`src/rtl/pipe_ctrl_pkg.sv`:
```
// Shared pipeline-control definitions: stall vectors, FSM encoding and the
// default exception entry point.
package pipe_ctrl_pkg;

    localparam logic        Stop     = 1'b1;
    localparam logic        NoStop   = 1'b0;
    localparam logic [31:0] ZeroWord = 32'h0000_0000;

    localparam logic [31:0] EXC_VECTOR_DEF = 32'hBFC0_0380;

    // Each request freezes its own stage and everything upstream of it.
    localparam logic [5:0] STALL_NONE = 6'b000000;
    localparam logic [5:0] STALL_IF   = 6'b000011;
    localparam logic [5:0] STALL_ID   = 6'b000111;
    localparam logic [5:0] STALL_EX   = 6'b001111;
    localparam logic [5:0] STALL_MEM  = 6'b011111;
    localparam logic [5:0] STALL_ALL  = 6'b111111;

    typedef enum logic [1:0] {
        ST_RUN   = 2'd0,
        ST_DRAIN = 2'd1,
        ST_FLUSH = 2'd2
    } pc_state_t;

endpackage

```
`src/rtl/pipe_stall_wdog.sv`:
```
// Watchdog on the IF/ID hold bit: counts consecutive held cycles and raises a
// sticky flag once the run length reaches TIMEOUT.
module pipe_stall_wdog #(
    parameter int TIMEOUT = 1024
) (
    input  logic clk,
    input  logic resetn,
    input  logic hold,
    input  logic cnt_clr,
    output logic stall_timeout
);

    localparam logic [15:0] LIMIT = 16'(TIMEOUT);

    logic [15:0] run_len;

    always_ff @(posedge clk or negedge resetn) begin
        if (!resetn) begin
            run_len       <= 16'd0;
            stall_timeout <= 1'b0;
        end else if (cnt_clr) begin
            run_len       <= 16'd0;
            stall_timeout <= 1'b0;
        end else begin
            // Counter parks at its maximum so a very long stall never wraps.
            if (!hold)
                run_len <= 16'd0;
            else if (run_len != 16'hFFFF)
                run_len <= run_len + 16'd1;
            if (hold && (run_len == LIMIT - 16'd1))
                stall_timeout <= 1'b1;
        end
    end

endmodule

```
`src/rtl/pipe_ctrl.sv`:
```
// Pipeline stall/flush controller: merges per-stage stall requests, sequences
// exception/ERET redirects through DRAIN and FLUSH, and keeps statistics.
module pipe_ctrl
    import pipe_ctrl_pkg::*;
#(
    parameter logic [31:0] EXC_VECTOR = EXC_VECTOR_DEF,
    parameter int          TIMEOUT    = 1024
) (
    input  logic        clk,
    input  logic        resetn,
    input  logic        stallreq_if,
    input  logic        stallreq_id,
    input  logic        stallreq_ex,
    input  logic        stallreq_mem,
    input  logic        excp_valid,
    input  logic        excp_eret,
    input  logic [31:0] epc,
    input  logic        cnt_clr,
    output logic [5:0]  stall,
    output logic        flush,
    output logic        new_pc_valid,
    output logic [31:0] new_pc,
    output logic [31:0] stall_cycles,
    output logic [15:0] flush_count,
    output logic        stall_timeout
);

    pc_state_t state;
    logic      stall_cnt_en;

    function automatic logic [31:0] sat_inc32(input logic [31:0] v);
        return (v == 32'hFFFF_FFFF) ? v : v + 32'd1;
    endfunction

    always_comb begin
        stall = STALL_NONE;
        case (state)
            ST_RUN: begin
                if (excp_valid)        stall = STALL_ALL;
                else if (stallreq_mem) stall = STALL_MEM;
                else if (stallreq_ex)  stall = STALL_EX;
                else if (stallreq_id)  stall = STALL_ID;
                else if (stallreq_if)  stall = STALL_IF;
            end
            ST_DRAIN: stall = STALL_ALL;
            default:  stall = STALL_NONE;
        endcase
    end

    // Redirect sequencer; flush/new_pc_valid are registered on entry to FLUSH.
    always_ff @(posedge clk or negedge resetn) begin
        if (!resetn) begin
            state        <= ST_RUN;
            flush        <= 1'b0;
            new_pc_valid <= 1'b0;
            new_pc       <= ZeroWord;
        end else begin
            case (state)
                ST_RUN: begin
                    if (excp_valid) begin
                        new_pc <= excp_eret ? epc : EXC_VECTOR;
                        if (stallreq_if) begin
                            state <= ST_DRAIN;
                        end else begin
                            state        <= ST_FLUSH;
                            flush        <= 1'b1;
                            new_pc_valid <= 1'b1;
                        end
                    end
                end
                ST_DRAIN: begin
                    if (!stallreq_if) begin
                        state        <= ST_FLUSH;
                        flush        <= 1'b1;
                        new_pc_valid <= 1'b1;
                    end
                end
                default: begin
                    state        <= ST_RUN;
                    flush        <= 1'b0;
                    new_pc_valid <= 1'b0;
                end
            endcase
        end
    end

    assign stall_cnt_en = (state == ST_RUN) && !excp_valid && (stall[0] == Stop);

    always_ff @(posedge clk or negedge resetn) begin
        if (!resetn) begin
            stall_cycles <= ZeroWord;
            flush_count  <= 16'd0;
        end else if (cnt_clr) begin
            stall_cycles <= ZeroWord;
            flush_count  <= 16'd0;
        end else begin
            if (stall_cnt_en)
                stall_cycles <= sat_inc32(stall_cycles);
            if (state == ST_FLUSH)
                flush_count <= flush_count + 16'd1;
        end
    end

    pipe_stall_wdog #(
        .TIMEOUT (TIMEOUT)
    ) u_wdog (
        .clk           (clk),
        .resetn        (resetn),
        .hold          (stall[1]),
        .cnt_clr       (cnt_clr),
        .stall_timeout (stall_timeout)
    );

endmodule

```
`config.mk`:
```
export PLATFORM = sky130hd
export DESIGN_NAME = pipe_ctrl
export DESIGN_NICKNAME = d
export VERILOG_FILES = /design/src/rtl/pipe_ctrl_pkg.sv /design/src/rtl/pipe_stall_wdog.sv /design/src/rtl/pipe_ctrl.sv
export SDC_FILE = /design/constraint.sdc
export NUM_CORES = 1
export LEC_CHECK = 0
export CAP_MARGIN = 0
export CORE_ASPECT_RATIO = 1.1
export CORE_MARGIN = 2
export CORE_UTILIZATION = 45
export CTS_BUF_LIST = sky130_fd_sc_hd__clkbuf_8 sky130_fd_sc_hd__clkbuf_16
export DETAILED_ROUTE_END_ITERATION = 8
export HOLD_SLACK_MARGIN = 0.02
export PLACE_DENSITY = 0.75
export SYNTH_ARGS = -nofsm -noshare
export SYNTH_HDL_FRONTEND = slang
export SYNTH_HIERARCHICAL = 1
export SYNTH_SLANG_ARGS = --single-unit
```
`constraint.sdc`:
```
create_clock -name clk -period 2.65 [get_ports clk]
set_input_delay 0.3975 -clock clk [delete_from_list [all_inputs] [get_ports clk]]
set_output_delay 0.3975 -clock clk [all_outputs]
set_load 0.02 [all_outputs]
```
Yosys cells after proc, flatten, opt, wreduce, memory -nomap -nowiden:

Index checks and enable logic that the tools add are counted.

* word-level logic and storage cells: 58
* flip-flop bits (word level): 101
* bits of input ports: 41
* output and inout bits: 89

* equality and inequality tests: 9
* mux-type cells: 27
* reductions and logical operators: 11
* add/subtract/negate cells: 3

Operators by type and width (count)
* $mux 32: 4
* $mux 16: 5
* $add 16x1->16 const B: 2
* $add 32x1->32 const B: 1
* $eq 32x32->1 const B: 1
* $eq 16x10->1 const B: 1
* $ne 16x16->1 const B: 1
* $pmux 6 s2: 1
* $mux 2: 4
* $mux 1: 6
* $mux 6: 1
* $ne 2x2->1 const B: 3
* $reduce_and 2->1: 3
* $reduce_bool 2->1: 3
* $mux 5: 1
* $mux 4: 1
* $pmux 1 s2: 2
* $pmux 2 s2: 1
* $logic_and 1x1->1: 3
* $mux 3: 1
* $ne 3x2->1 const B: 1
* $eq 2x1->1 const B: 1
* $eq 2x2->1 const B: 1
* $logic_not 2->1: 1
* $logic_not 1->1: 1

Longest topological paths before layout:

* word-level depth: 9
* mapped depth: 9
* depth with buffers taken out: 6

Modules after synthesis:

The synthesis kept the hierarchy.

By module, submodules not included
* pipe_ctrl: seq. area each 2077.0 um^2, cells each 438, area each 4028.9 um^2, times used 1
* pipe_stall_wdog: seq. area each 425.4 um^2, cells each 94, area each 915.9 um^2, times used 1

Worst setup path after synthesis:

No wires, ideal clock.

* path kind: reg2reg
* start: register stall_cycles[0]
* end: register stall_cycles[20]
* arrival: 2142 ps
* setup time: 78 ps
* slack: 430 ps
* required time: 2572 ps
* buffers on the path: 1
* cell stages (with the launch flop): 8
* period minus slack after synthesis: 2220 ps
* cells stage by stage: dfrtp_1 -> ha_1 -> nand4_1 -> nor4_2 -> or3b_4 -> buf_6 -> or3_1 -> a21oi_1

* cells in the longest elaborated chain, start to end: 4
* elaborated cells on any way between the ends: 7
* classes of those cells: add/sub: 1; eq/ne: 2; mux: 3; reduce/logical: 1

RTL lines
* start, declared: line pipe_ctrl.sv:23 `output logic [31:0] stall_cycles,`
* start signal, assigned: line pipe_ctrl.sv:91 `stall_cycles <= ZeroWord;`
* start signal, assigned: line pipe_ctrl.sv:94 `stall_cycles <= ZeroWord;`
* start signal, assigned: line pipe_ctrl.sv:98 `stall_cycles <= sat_inc32(stall_cycles);`
* $add 32x1->32: line pipe_ctrl.sv:32 `return (v == 32'hFFFF_FFFF) ? v : v + 32'd1;`
* $mux 32: line pipe_ctrl.sv:32
* $mux 32: line pipe_ctrl.sv:97 `if (stall_cnt_en)`
* $mux 32: line pipe_ctrl.sv:93 `end else if (cnt_clr) begin`

Parallel ways exist; a longest one is shown, timed or not. The select of a mux whose other input is x is not followed.
A chain may end at the register's enable or synchronous reset.

Worst setup path after layout:

* start: input port excp_valid
* end: output port stall[2]

* cells in the longest elaborated chain, start to end: 2

RTL lines
* start, declared: line pipe_ctrl.sv:15 `input logic excp_valid,`
* $mux 6: line pipe_ctrl.sv:39 `if (excp_valid) stall = STALL_ALL;`
* $pmux 6 s2: line pipe_ctrl.sv:37 `case (state)`
* end, declared: line pipe_ctrl.sv:19 `output logic [5:0] stall,`

No other way between the ends.

==> impl_results.md <==
* CTS tree: built
* RSZ-0062 raised after global routing: no
* Gr usage total at 0.207
* Ranking of synthesized cells by area: dfrtp_1, nand2_1, o21ai_0
* EDFF count, synth at 0
* Register area share after synthesis at 0.506
* Core box area at 10800 um2
* Worst slack, placed at around 0.016 ns
* H-Tree Depth at 3
* CP Depth at 5
* Leak at approximately 0.0027 uW
* DR WL/cell at 15.0 um
* Status: complete, no violations
* Grt ovf at 0
* Crit path max fanout at 4
* Chip Height at about 110 um
* Switching Power at between 900 and 1000 uW
* Setup TNS at 0 ns
* Crit share post-route at 0.932
* FF+latch count, synth at 100
* Multi-input gate area at 2270 um2
* Max-cap check violation count at 0
* Vias in the first global route at 4111
* Total power at 3670 uW
* N_diodes at 0
* Worst vdd ir at 0.337 mV
* Worst hold path type: in -> async
* Initial antenna violation count at 0
* Seq pwr share at 0.457
* Synth async-reset ratio at 1.00
* Logic pwr share at 0.166
* Fin. Hold Viols at 0
* Num Clock Sinks at 100
* Nets at 697
* Fin crit period at 2.47 ns
* Synthesized area at 4940 um2
* Total Wirelength at 12000 um
* Worst path most repeated cell: clkdlybuf4s50_1
* Clock buffer count from CTS at 9
* Hold-fix buffers at CTS at 0
* Crit Path Class: in -> out
* Buf+Inv Stages, Crit Path at 2
* Initial drt markers at ~150
* Avg Cell Area, Syn at 9.29 um2
* Crit path cell chain: clkdlybuf4s50_1 -> nor4_4 -> nor2b_1 -> nor2_1 -> clkdlybuf4s50_1
* Fin worst setup slack at 0.180 ns
* Yosys warns at 6
* Sw Ratio at 0.267
* Estimated wirelength of the detail-placed design at about 8800 um
* Clock transition at the registers of the reported paths at 0.07 ns
* Antenna-violating nets left at 0
* CP Capture Type: output port
* Critical Path AT at 2.07 ns
* Worst R2R Path Depth at 6
* Fraction of layout cells with a size suffix above 1 at 0.0623
* Row cnt at 40
* Post-Syn Nets at about 580
* Int Power at 2690 uW
* Ys flop type: dfrtp_1
* Post-DP Area at around 6400 um2
* Final Util at 0.619
* Clk_lat worst skew at 0.35 ns
* Sequential Area at 2500 um2
* Final Max Tran Viols at 0
* Max transition margin at 0.500
* Least-Margin Pin Slew at 0.748 ns
* CP Launch Type: primary input
* First-pass GRT wire length at 19900 um
* Vias per inst at 5.48
* Die Area at 11800 um2
* Yosys top cell by area: dfrtp_1
* # IOs at 130
* WP data required at roughly 2.3 ns
* Final setup viols at 0
* Fmax at 0.405 GHz
* Gate Count Post-Synth at 532
* First-pass DRT Iterations at 5
* Placer Congestion at 0.844
* Initial Util at 0.457
* Largest net degree at the start of global routing at 65
* Layout Area Growth over Synthesis at 35.4%
* Pwr/cell area at 548 nW/um2
* Die width at 104 um
* Final instance area at 6700 um2
* Clock root cell: clkbuf_16
* Fill count at approximately 940
* Vias at 4411
* Yosys top cell area share at 0.506
* Most common cell after layout, fill and taps aside: clkdlybuf4s50_1
* Clock power frac at 0.377
* Most frequent cells in the layout: clkdlybuf4s50_1, dfrtp_1, nand2_1
* CTS Buffer Depth at 2
* DRC at 0
* Synth unique cells at 47
* Largest stage delay on the critical path at 0.56 ns
* Delay-heaviest family, CP: buffers and inverters
* CP max-delay cell: clkdlybuf4s50_1
* Clock skew at 0.00961 ns
* Port buffer count at 129
worst reg2reg max path, delay by kind of cell, from the launching register on:
kind,cells,cell delay [ns]
adders and majority gates,1,0.22
DFF,1,0.42
muxes,1,0.35
and+or+nand+nor,4,1.27
flip-flops by register name, summed over array words and instances (netlist names):
name,count
flush,1
flush_count,16
new_pc,32
stall_cycles,32
state,2
u_wdog/run_len,16
u_wdog/stall_timeout,1
power by group through the flow:
stage	clock network, uW	logic, uW	registers [uW]
finish	1380	610	1680
global route	1470	660	1690
global placement	0	605	1700
detailed placement	0	617	1700
CTS	1410	618	1680
floorplan	0	176	1800
repair_timing:
action	CTS	global route
endpoints found under the setup margin	0	3
gates resized for setup	0	4
buffers inserted	0	0
metrics by stage:
step                      std cells  hold slack (ns)
after global placement          789            0.431
after CTS                       805           0.0614
after detailed placement        789            0.430
final                           805           0.0359
after global routing            805           0.0720
after floorplan                 532            0.102
cell usage after synthesis, drive strengths merged (7+ instances only):
master,instances
nor2,45
nand3,20
nor2b,21
dfrtp,100
nor4,8
and4,7
or4,14
xor2,8
nor3,15
and3,9
a211oi,9
nand4,17
clkbuf,18
buf,13
xnor2,17
o21ai,47
nand2,81
a31oi,8
inv,7
o31ai,9
a21oi,24
or3,9
cell families after synthesis:
family / share of synthesized area
DFF: 0.506
muxes: 0.00886
and+or+nand+nor: 0.269
buffers and inverters: 0.0369
adders and majority gates: 0.00759
AOI/OAI and AO/OA: 0.127
xor gates and xnor gates: 0.0443
cell type report:
cell class	count	area share
timing repair buffer	141	0.208
clock buffer	11	0.0377
clock inverter	5	0.00972
sequential	100	0.374
multi-input combinational	394	0.340
inverter	7	0.00392
tap	147	0.0275
routing by layer:
metal / up-vias / GRT usage / part of all wire
met2: 120 / 0.361 / 0.51
met5: - / 0 / 0
met1: 2137 / 0.252 / 0.41
met4: 0 / 0.0748 / 0.016
li1: 2142 / - / -
met3: 12 / 0.0463 / 0.057
final timing paths:
| check | from | endpoint | slack [ns] |
|---|---|---|---|
| worst min register to register | new_pc[2]$_DFFE_PN0P_ | new_pc[2]$_DFFE_PN0P_ | 0.48 |
| worst max register to register | stall_cycles[0]$_DFFE_PN0P_ | stall_cycles[28]$_DFFE_PN0P_ | 0.28 |
| worst min-delay path | resetn | new_pc[30]$_DFFE_PN0P_ | 0.04 |
| max in group asynchronous | resetn | stall_cycles[2]$_DFFE_PN0P_ | 2.00 |
| worst max-delay path | excp_valid | stall[2] | 0.18 |
| min in group clk | cnt_clr | u_wdog/stall_timeout$_DFFE_PN0P_ | 0.45 |
(Power assumes the default switching activity.)
